===== src/rtl/ext_mem_arbiter.sv =====
// Round-robin arbiter granting NUM_REQ BRAM requesters exclusive use of one
// external memory command/burst interface.
//
// state | meaning
// IDLE  | no owner; pick winner from ptr, latch its command fields
// CMD   | O_Ext_Req high with latched fields; wait for I_Ext_Ack
// XFER  | count I_Beat until the latched burst length is reached
// DONE  | one-cycle O_Done pulse to owner; advance ptr past owner
module ext_mem_arbiter #(
    parameter int NUM_REQ    = 4,
    parameter int WIDTH_ADDR = 32,
    parameter int WIDTH_LEN  = 10
) (
    input  logic                                 i_clk,
    input  logic                                 i_rst_n,
    input  logic [NUM_REQ-1:0]                   I_Req,
    input  logic [NUM_REQ-1:0]                   I_Store,
    input  logic [NUM_REQ-1:0][WIDTH_ADDR-1:0]   I_Addr,
    input  logic [NUM_REQ-1:0][WIDTH_LEN-1:0]    I_Len,
    output logic [NUM_REQ-1:0]                   O_Grant,
    output logic [NUM_REQ-1:0]                   O_Done,
    output logic                                 O_Ext_Req,
    output logic                                 O_Ext_Store,
    output logic [WIDTH_ADDR-1:0]                O_Ext_Addr,
    output logic [WIDTH_LEN-1:0]                 O_Ext_Len,
    input  logic                                 I_Ext_Ack,
    input  logic                                 I_Beat,
    output logic                                 O_Busy
);

    localparam int PW = (NUM_REQ > 1) ? $clog2(NUM_REQ) : 1;
    localparam logic [WIDTH_LEN:0] FULL_BURST = (WIDTH_LEN+1)'(1) << WIDTH_LEN;

    typedef enum logic [1:0] {
        S_IDLE = 2'd0,
        S_CMD  = 2'd1,
        S_XFER = 2'd2,
        S_DONE = 2'd3
    } state_t;

    state_t                r_state;
    state_t                w_next;
    logic [PW-1:0]         r_ptr;
    logic [PW-1:0]         r_owner;
    logic [WIDTH_LEN:0]    r_cnt;
    logic                  r_store;
    logic [WIDTH_ADDR-1:0] r_addr;
    logic [WIDTH_LEN-1:0]  r_len;

    logic [PW-1:0]         w_win;
    logic                  w_win_vld;
    logic [PW:0]           w_idx;
    logic [WIDTH_LEN:0]    w_target;
    logic [WIDTH_LEN:0]    w_cnt_inc;
    logic [NUM_REQ-1:0]    w_owner_oh;
    logic                  w_last_beat;

    // Scan requesters starting at the pointer, wrapping modulo NUM_REQ.
    always_comb begin
        w_win     = '0;
        w_win_vld = 1'b0;
        w_idx     = '0;
        for (int i = 0; i < NUM_REQ; i++) begin
            w_idx = {1'b0, r_ptr} + (PW+1)'(i);
            if (w_idx >= (PW+1)'(NUM_REQ)) begin
                w_idx = w_idx - (PW+1)'(NUM_REQ);
            end
            if (!w_win_vld && I_Req[w_idx[PW-1:0]]) begin
                w_win_vld = 1'b1;
                w_win     = w_idx[PW-1:0];
            end
        end
    end

    assign w_target    = (r_len == '0) ? FULL_BURST : {1'b0, r_len};
    assign w_cnt_inc   = r_cnt + 1'b1;
    assign w_last_beat = I_Beat && (w_cnt_inc == w_target);
    assign w_owner_oh  = NUM_REQ'(1) << r_owner;

    always_comb begin
        w_next = r_state;
        case (r_state)
            S_IDLE:  if (w_win_vld)   w_next = S_CMD;
            S_CMD:   if (I_Ext_Ack)   w_next = S_XFER;
            S_XFER:  if (w_last_beat) w_next = S_DONE;
            S_DONE:  w_next = S_IDLE;
            default: w_next = S_IDLE;
        endcase
    end

    always_ff @(posedge i_clk or negedge i_rst_n) begin
        if (!i_rst_n) begin
            r_state <= S_IDLE;
            r_ptr   <= '0;
            r_owner <= '0;
            r_cnt   <= '0;
            r_store <= 1'b0;
            r_addr  <= '0;
            r_len   <= '0;
        end else begin
            r_state <= w_next;
            case (r_state)
                S_IDLE: begin
                    if (w_win_vld) begin
                        r_owner <= w_win;
                        r_store <= I_Store[w_win];
                        r_addr  <= I_Addr[w_win];
                        r_len   <= I_Len[w_win];
                        r_cnt   <= '0;
                    end
                end
                S_XFER: begin
                    if (I_Beat) r_cnt <= w_cnt_inc;
                end
                S_DONE: begin
                    r_ptr <= (r_owner == PW'(NUM_REQ-1)) ? '0 : r_owner + 1'b1;
                end
                default: ;
            endcase
        end
    end

    assign O_Busy      = (r_state != S_IDLE);
    assign O_Grant     = O_Busy ? w_owner_oh : '0;
    assign O_Done      = (r_state == S_DONE) ? w_owner_oh : '0;
    assign O_Ext_Req   = (r_state == S_CMD);
    assign O_Ext_Store = r_store;
    assign O_Ext_Addr  = r_addr;
    assign O_Ext_Len   = r_len;

endmodule

===== config.mk =====
export PLATFORM = sky130hd
export DESIGN_NAME = ext_mem_arbiter
export DESIGN_NICKNAME = d
export VERILOG_FILES = /design/src/rtl/ext_mem_arbiter.sv
export SDC_FILE = /design/constraint.sdc
export NUM_CORES = 1
export LEC_CHECK = 0
export CAP_MARGIN = 20
export CORE_MARGIN = 1
export CORE_UTILIZATION = 37
export CTS_BUF_LIST = sky130_fd_sc_hd__clkbuf_2 sky130_fd_sc_hd__clkbuf_4 sky130_fd_sc_hd__clkbuf_8
export CTS_CLUSTER_DIAMETER = 30
export CTS_CLUSTER_SIZE = 8
export DETAILED_ROUTE_END_ITERATION = 10
export GPL_TIMING_DRIVEN = 0
export HOLD_SLACK_MARGIN = 0.02
export PLACE_DENSITY = 0.9
export SETUP_SLACK_MARGIN = 0.5
export SLEW_MARGIN = 30
export SYNTH_ARGS = -nofsm -noshare
export SYNTH_HDL_FRONTEND = slang
export SYNTH_SLANG_ARGS = --single-unit

===== constraint.sdc =====
create_clock -name i_clk -period 2 [get_ports i_clk]
set_input_delay 0.6 -clock i_clk [delete_from_list [all_inputs] [get_ports i_clk]]
set_output_delay 0.6 -clock i_clk [all_outputs]
set_load 0.05 [all_outputs]

==> results of run 1 <==
## worst reg2reg max path: stages, from the launching register on
cell,delay (ns)
dfrtp_2,0.46
ha_4,0.19
nor2b_4,0.14
nand4b_1,0.26
nor4_4,0.32
o2111a_1,0.25
a41oi_2,0.18
mux2_4,0.33
## final cells by class
type                    count  area (um^2)
plain buffers              43          631
repair buffers            331         3680
multi-input cells         436         3840
well taps                 143          179
clock inverters             1         5.00
fillers                   466         1380
inverters                  10         43.8
clock buffers              15          188
flip-flops and latches     60         1520
## power breakdown
part	leakage (uW)	switching [uW]	internal, uW
clock network	0.000104	547	594
logic	0.00346	6630	6240
registers	0.000733	617	1770
## timing repair
item | in CTS | in global routing
setup endpoints to repair | 111 | 110
gates resized for setup | 591 | 166
pin swaps | 102 | 111
cloned | 16 | 2
setup buffers | 45 | 35
## layout by cell type, fill, tap and decap left out, types with 18 or more instances in the layout
master           netlist  routed
buf_8                  0      28
a211oi_2               0      26
a211oi_4               0      18
o31ai_2                0      23
nand2_1              149     109
buf_4                  1      44
nand2_2                0      34
and2_4                 0      35
clkdlybuf4s50_1        0     173
dfrtp_1               60      45
o31ai_1               47      18
and3_4                 0      26
buf_6                  1      70
## kinds of logic after synthesis
logic type      count (synthesis)  share of synthesized area
compound gates                120                      0.207
flops                          60                      0.344
mux                             5                     0.0135
fa+ha+maj                       9                     0.0258
xor+xnor                       16                     0.0339
buf+inv                        53                     0.0511
simple gates                  286                      0.324
## path summary, 6_finish.rpt
check | startpoint | end | depth (start not counted)
setup / recovery | r_state[0] | r_state[1] | 7
hold / removal | i_rst_n | O_Ext_Len[5] | 1
setup reg to reg | r_state[0] | r_state[1] | 7
hold reg to reg | O_Ext_Addr[30] | O_Ext_Addr[30] | 2
max in group asynchronous | i_rst_n | r_owner[0] | 2
min in group i_clk | O_Ext_Addr[30] | O_Ext_Addr[30] | 2
## layer usage
metal | up-vias | part of all wire | routed length [um] | GRT usage
li1 | 2606 | - | - | -
met1 | 2970 | 0.35 | 9050 | 0.377
met2 | 454 | 0.50 | 13000 | 0.610
met3 | 144 | 0.078 | 2030 | 0.0708
met4 | 2 | 0.068 | 1760 | 0.172
met5 | - | 0.00042 | 11 | 0
## through the flow
stage	util	area (um^2)	instances	TNS [ns]
3_5_place_dp	0.631	7230	925	-42.28
2_1_floorplan	-	4720	549	-0.0793
5_1_grt	0.880	10100	1039	-7.42
3_3_place_gp	0.629	7220	924	-145.76
6_report	0.880	10100	1039	-4.82
4_1_cts	0.793	9090	1002	-0.388
## state kept, by name (all words and copies together), names as in the netlist
register     count
O_Ext_Len       10
r_ptr            2
O_Ext_Addr      32
r_cnt           11
r_state          2
r_owner          2
O_Ext_Store      1
==> flow_summary.toml, run 1 <==
[clock_network]
path_clk_slew_ns = 0.08
cts-hold-fix-buffers = 0
cts_tree = "yes"
htree_levels = 3
numCtsBuffers = 9
cts_num_sinks = 60
clk_latency_ns = 0.36
clockBufferDepth = 2
cts_root_buf = "clkbuf_8"

[yosys]
synthTopCellsByCount = "nand2_1, dfrtp_1, o31ai_1, a211oi_1"
netlist_instances = 549
synth_ff_type = "dfrtp_1"
synth_area_um2 = 4360
synthTopCellsByArea = "dfrtp_1, nand2_1, o31ai_1, a211oi_1, and2_1"
ys_warn_count = 0
synth_enable_flop_cells = 0
ys_async_sr_fraction = 1.00
synthesis.nets = 738
synth.avg_cell_area_um2 = 7.94
yosysSeqAreaShare = 0.344
yosys.area.top_type_share = 0.344
yosys.area.top_type = "dfrtp_1"
yosysMostFrequentCell = "nand2_1"
ys_seq_elements = 60
ys_types = 52

[final_layout]
n_antenna_cell = 0
area_delta_synth_final_pct = 131
layout.nets = 1080
drive_above_1_share = 0.515

[min_path]
hold_path_class = "in -> async"

[worst_setup_path]
crit_fanout = 3
path_class = "reg -> reg"
arrival_ns = 2.49
rrSetupSlack_ns = -0.24
path_cells = "ha_4 -> nor2b_4 -> nand4b_1 -> nor4_4 -> o2111a_1 -> a41oi_2 -> mux2_4"
slowest_delay_ns = 0.46
critPathRequiredTime_ns = 2.25
cp_num_buf_inv = 0
crit_family = "simple AND/OR/NAND/NOR gates"
cpMaxStageDelayCell = "dfrtp_2"
endpoint_kind = "flop"
startpoint_type = "flop"

[routing]
drtIter0Drc = 517
routedWlPerCell_um = 24.9
drt_wl_total_um = 25900
post_drt_via_cell_ratio = 5.94
drc = 0
postRouteAntennaNets = 0
first_pass_iters = 5
vias = 6176

[sta]
layout_setup_ws_ns = -0.244
finalCritPeriodShare = 1.12
holdWs_ns = 0.136
setup_viol = 64
rsz0062_at_grt = "yes"
hold_viol = 0
min_period_ns = 2.24
worst_pin_slew_ns = 0.540
fmax_ghz = 0.446
slew_violations = 0
skew_ns = 0.0127
max_slew_margin = 0.640

[floorplanning]
die_y_um = 111
rows = 39
ios = 233
start_util = 0.380
die_w_um = 111
die_area_um2 = 12200
core-area_um2 = 11500

[power]
total_power_uw = 16400
power.leakage_uw = 0.00430
power_density_nw_per_um2 = 1620
vdd_ir_drop_max_mv = 1.00

[run_status]
violations = "negative setup slack"
status = "finished with violations"

[global_routing]
grt_max_degree = 41
grt_pass1_wl_um = 32000
track_usage = 0.339
antenna_found_initial = 1
overflow = 0
grt_pass1_vias = 5963

[placement]
gp_congestion = 0.900
place_hpwl_um = 12800
place_ws_ns = -1.02
port_buffers = 232

[flow_run]
drv_cap = 0
(Power assumes the default switching activity.)
==> run 2: changes to the inputs <==
ABC_AREA = 1   (was default)
CORE_UTILIZATION = 39   (was 37)
SKIP_LAST_GASP = 1   (was default)
==> flow_summary.toml, run 2 <==
[run_status]
status = "finished with violations"
violations = "negative setup slack"

[clock_network]
cts_num_sinks = 60
clockBufferDepth = 2
cts_tree = "yes"
htree_levels = 3
clk_latency_ns = 0.35
numCtsBuffers = 9
cts_root_buf = "clkbuf_8"
path_clk_slew_ns = 0.08

[yosys]
synthTopCellsByArea = "dfrtp_1, nand2_1, nand3_1, inv_1, nand3b_1"
yosys.area.top_type = "dfrtp_1"
ys_async_sr_fraction = 1.00
synth.avg_cell_area_um2 = 6.06
ys_seq_elements = 60
synth_ff_type = "dfrtp_1"
yosysMostFrequentCell = "nand2_1"
synth_enable_flop_cells = 0
yosysSeqAreaShare = 0.301
ys_types = 27
synthesis.nets = 1012
netlist_instances = 823
ys_warn_count = 0
yosys.area.top_type_share = 0.301
synthTopCellsByCount = "nand2_1, nand3_1, inv_1, dfrtp_1, nand3b_1"
synth_area_um2 = 4990

[sta]
worst_pin_slew_ns = 0.535
hold_viol = 0
skew_ns = 0.0133
rsz0062_at_grt = "yes"
slew_violations = 0
layout_setup_ws_ns = -0.156
fmax_ghz = 0.464
max_slew_margin = 0.645
tns_ns = -4.64
min_period_ns = 2.16
setup_viol = 53
finalCritPeriodShare = 1.08

[global_routing]
overflow = 0
track_usage = 0.300
antenna_found_initial = 0
grt_pass1_vias = 6503
grt_max_degree = 33
grt_pass1_wl_um = 30800

[final_layout]
post-route-cell-area_um2 = 8810
layout.nets = 1297
layout_common_cells = "nand2_1, clkdlybuf4s50_1, nand3_1"
post-route-util = 0.721
area_delta_synth_final_pct = 76.6
final_common_cell = "nand2_1"
n_antenna_cell = 0
fin_cells = 1281
drive_above_1_share = 0.213
largest_register_ffs = 32

[routing]
postRouteAntennaNets = 0
routedWlPerCell_um = 15.6
drt_wl_total_um = 19900
drc = 0
vias = 6467
drtIter0Drc = 464
first_pass_iters = 5
post_drt_via_cell_ratio = 5.05

[worst_setup_path]
endpoint_kind = "flop"
rrSetupSlack_ns = -0.15
path_cells = "dlygate4sd2_1 -> inv_1 -> nand2_1 -> nand2_1 -> nor2_2 -> nor2_4 -> inv_1 -> nand2_2 -> nand3_4 -> nand2_8 -> buf_6 -> buf_8 -> nand2_1 -> nand3_1 -> nand2_1 -> nand2_1 -> nand2_1"
crit_fanout = 10
r2r_start = "r_ptr[0]"
slowest_delay_ns = 0.27
cp_num_buf_inv = 5
startpoint_type = "input pin"
r2r-end = "O_Ext_Addr[13]"
critPathRequiredTime_ns = 2.24
path_class = "in -> reg"
cp_common_cell = "nand2_1"
arrival_ns = 2.40
crit_family = "simple AND/OR/NAND/NOR gates"
critical_path_depth = 17
r2r_cells = 17
cpMaxStageDelayCell = "dlygate4sd2_1"

[placement]
place_hpwl_um = 14200
postPlaceCellArea_um2 = 7770
port_buffers = 232
place_ws_ns = -0.790
gp_congestion = 0.867
dp.cells = 1224

[floorplanning]
die_w_um = 115
rows = 40
die_area_um2 = 13200
ios = 233
start_util = 0.408
die_y_um = 115
core-area_um2 = 12200

[power]
vdd_ir_drop_max_mv = 1.23
power.leakage_uw = 0.00444
power_density_nw_per_um2 = 1920

[flow_run]
drv_cap = 0

[min_path]
hold_path_class = "in -> async"
==> run 2: kinds of logic after synthesis <==
kind of cell	Yosys count	share of synthesized area
AND/OR/NAND/NOR	568	0.517
buffers and inverters	164	0.137
flip-flops	60	0.301
AO/OA/AOI/OAI	22	0.0231
adder cells (fa/ha/maj)	9	0.0226
==> run 2: timing repair <==
action                     4_1_cts  5_1_grt
cloned                           3        1
gates resized for setup        233      241
setup buffers                   23       14
pin swaps                       22       12
hold endpoints to repair         0        0
setup endpoints to repair      111      111
hold buffers                     0        0
==> run 2: cell type report <==
type	instances	area, um^2
buffer	41	389
clock buffer	9	124
clock inverter	7	139
fill	968	3410
inverter	123	498
multi-input combinational	600	3190
sequential	60	1520
tap	168	210
timing repair buffer	273	2740
==> run 2: routing by layer <==
| metal | track usage | up-vias | part of all wire |
|---|---|---|---|
| met5 | 0 | - | 0 |
| met4 | 0.125 | 0 | 0.025 |
| met3 | 0.0743 | 37 | 0.070 |
| met2 | 0.556 | 293 | 0.53 |
| met1 | 0.326 | 3027 | 0.37 |
| li1 | - | 3110 | - |
==> run 2: through the flow <==
step	hold WS (ns)	total power, uW
global placement	0.466	12800
detailed placement	0.466	13000
floorplan	0.304	9770
global route	0.197	18000
CTS	0.187	15500
finish	0.181	16900
==> run 2: how the worst max path moves through the flow <==
stage             start        endpoint
2_1_floorplan  I_Req[1]  O_Ext_Addr[13]
3_3_place_gp    i_rst_n    O_Ext_Len[1]
3_5_place_dp   I_Req[2]  O_Ext_Addr[12]
4_1_cts        r_ptr[0]  O_Ext_Addr[13]
5_1_grt        r_ptr[0]     O_Ext_Store
6_report       I_Req[1]  O_Ext_Addr[13]
==> run 2: report_power, final <==
part	internal (uW)	total, uW	switching (uW)
combinational	5140	13000	7880
clock	951	1490	536
sequential	1800	2360	562
total	7900	16900	8980
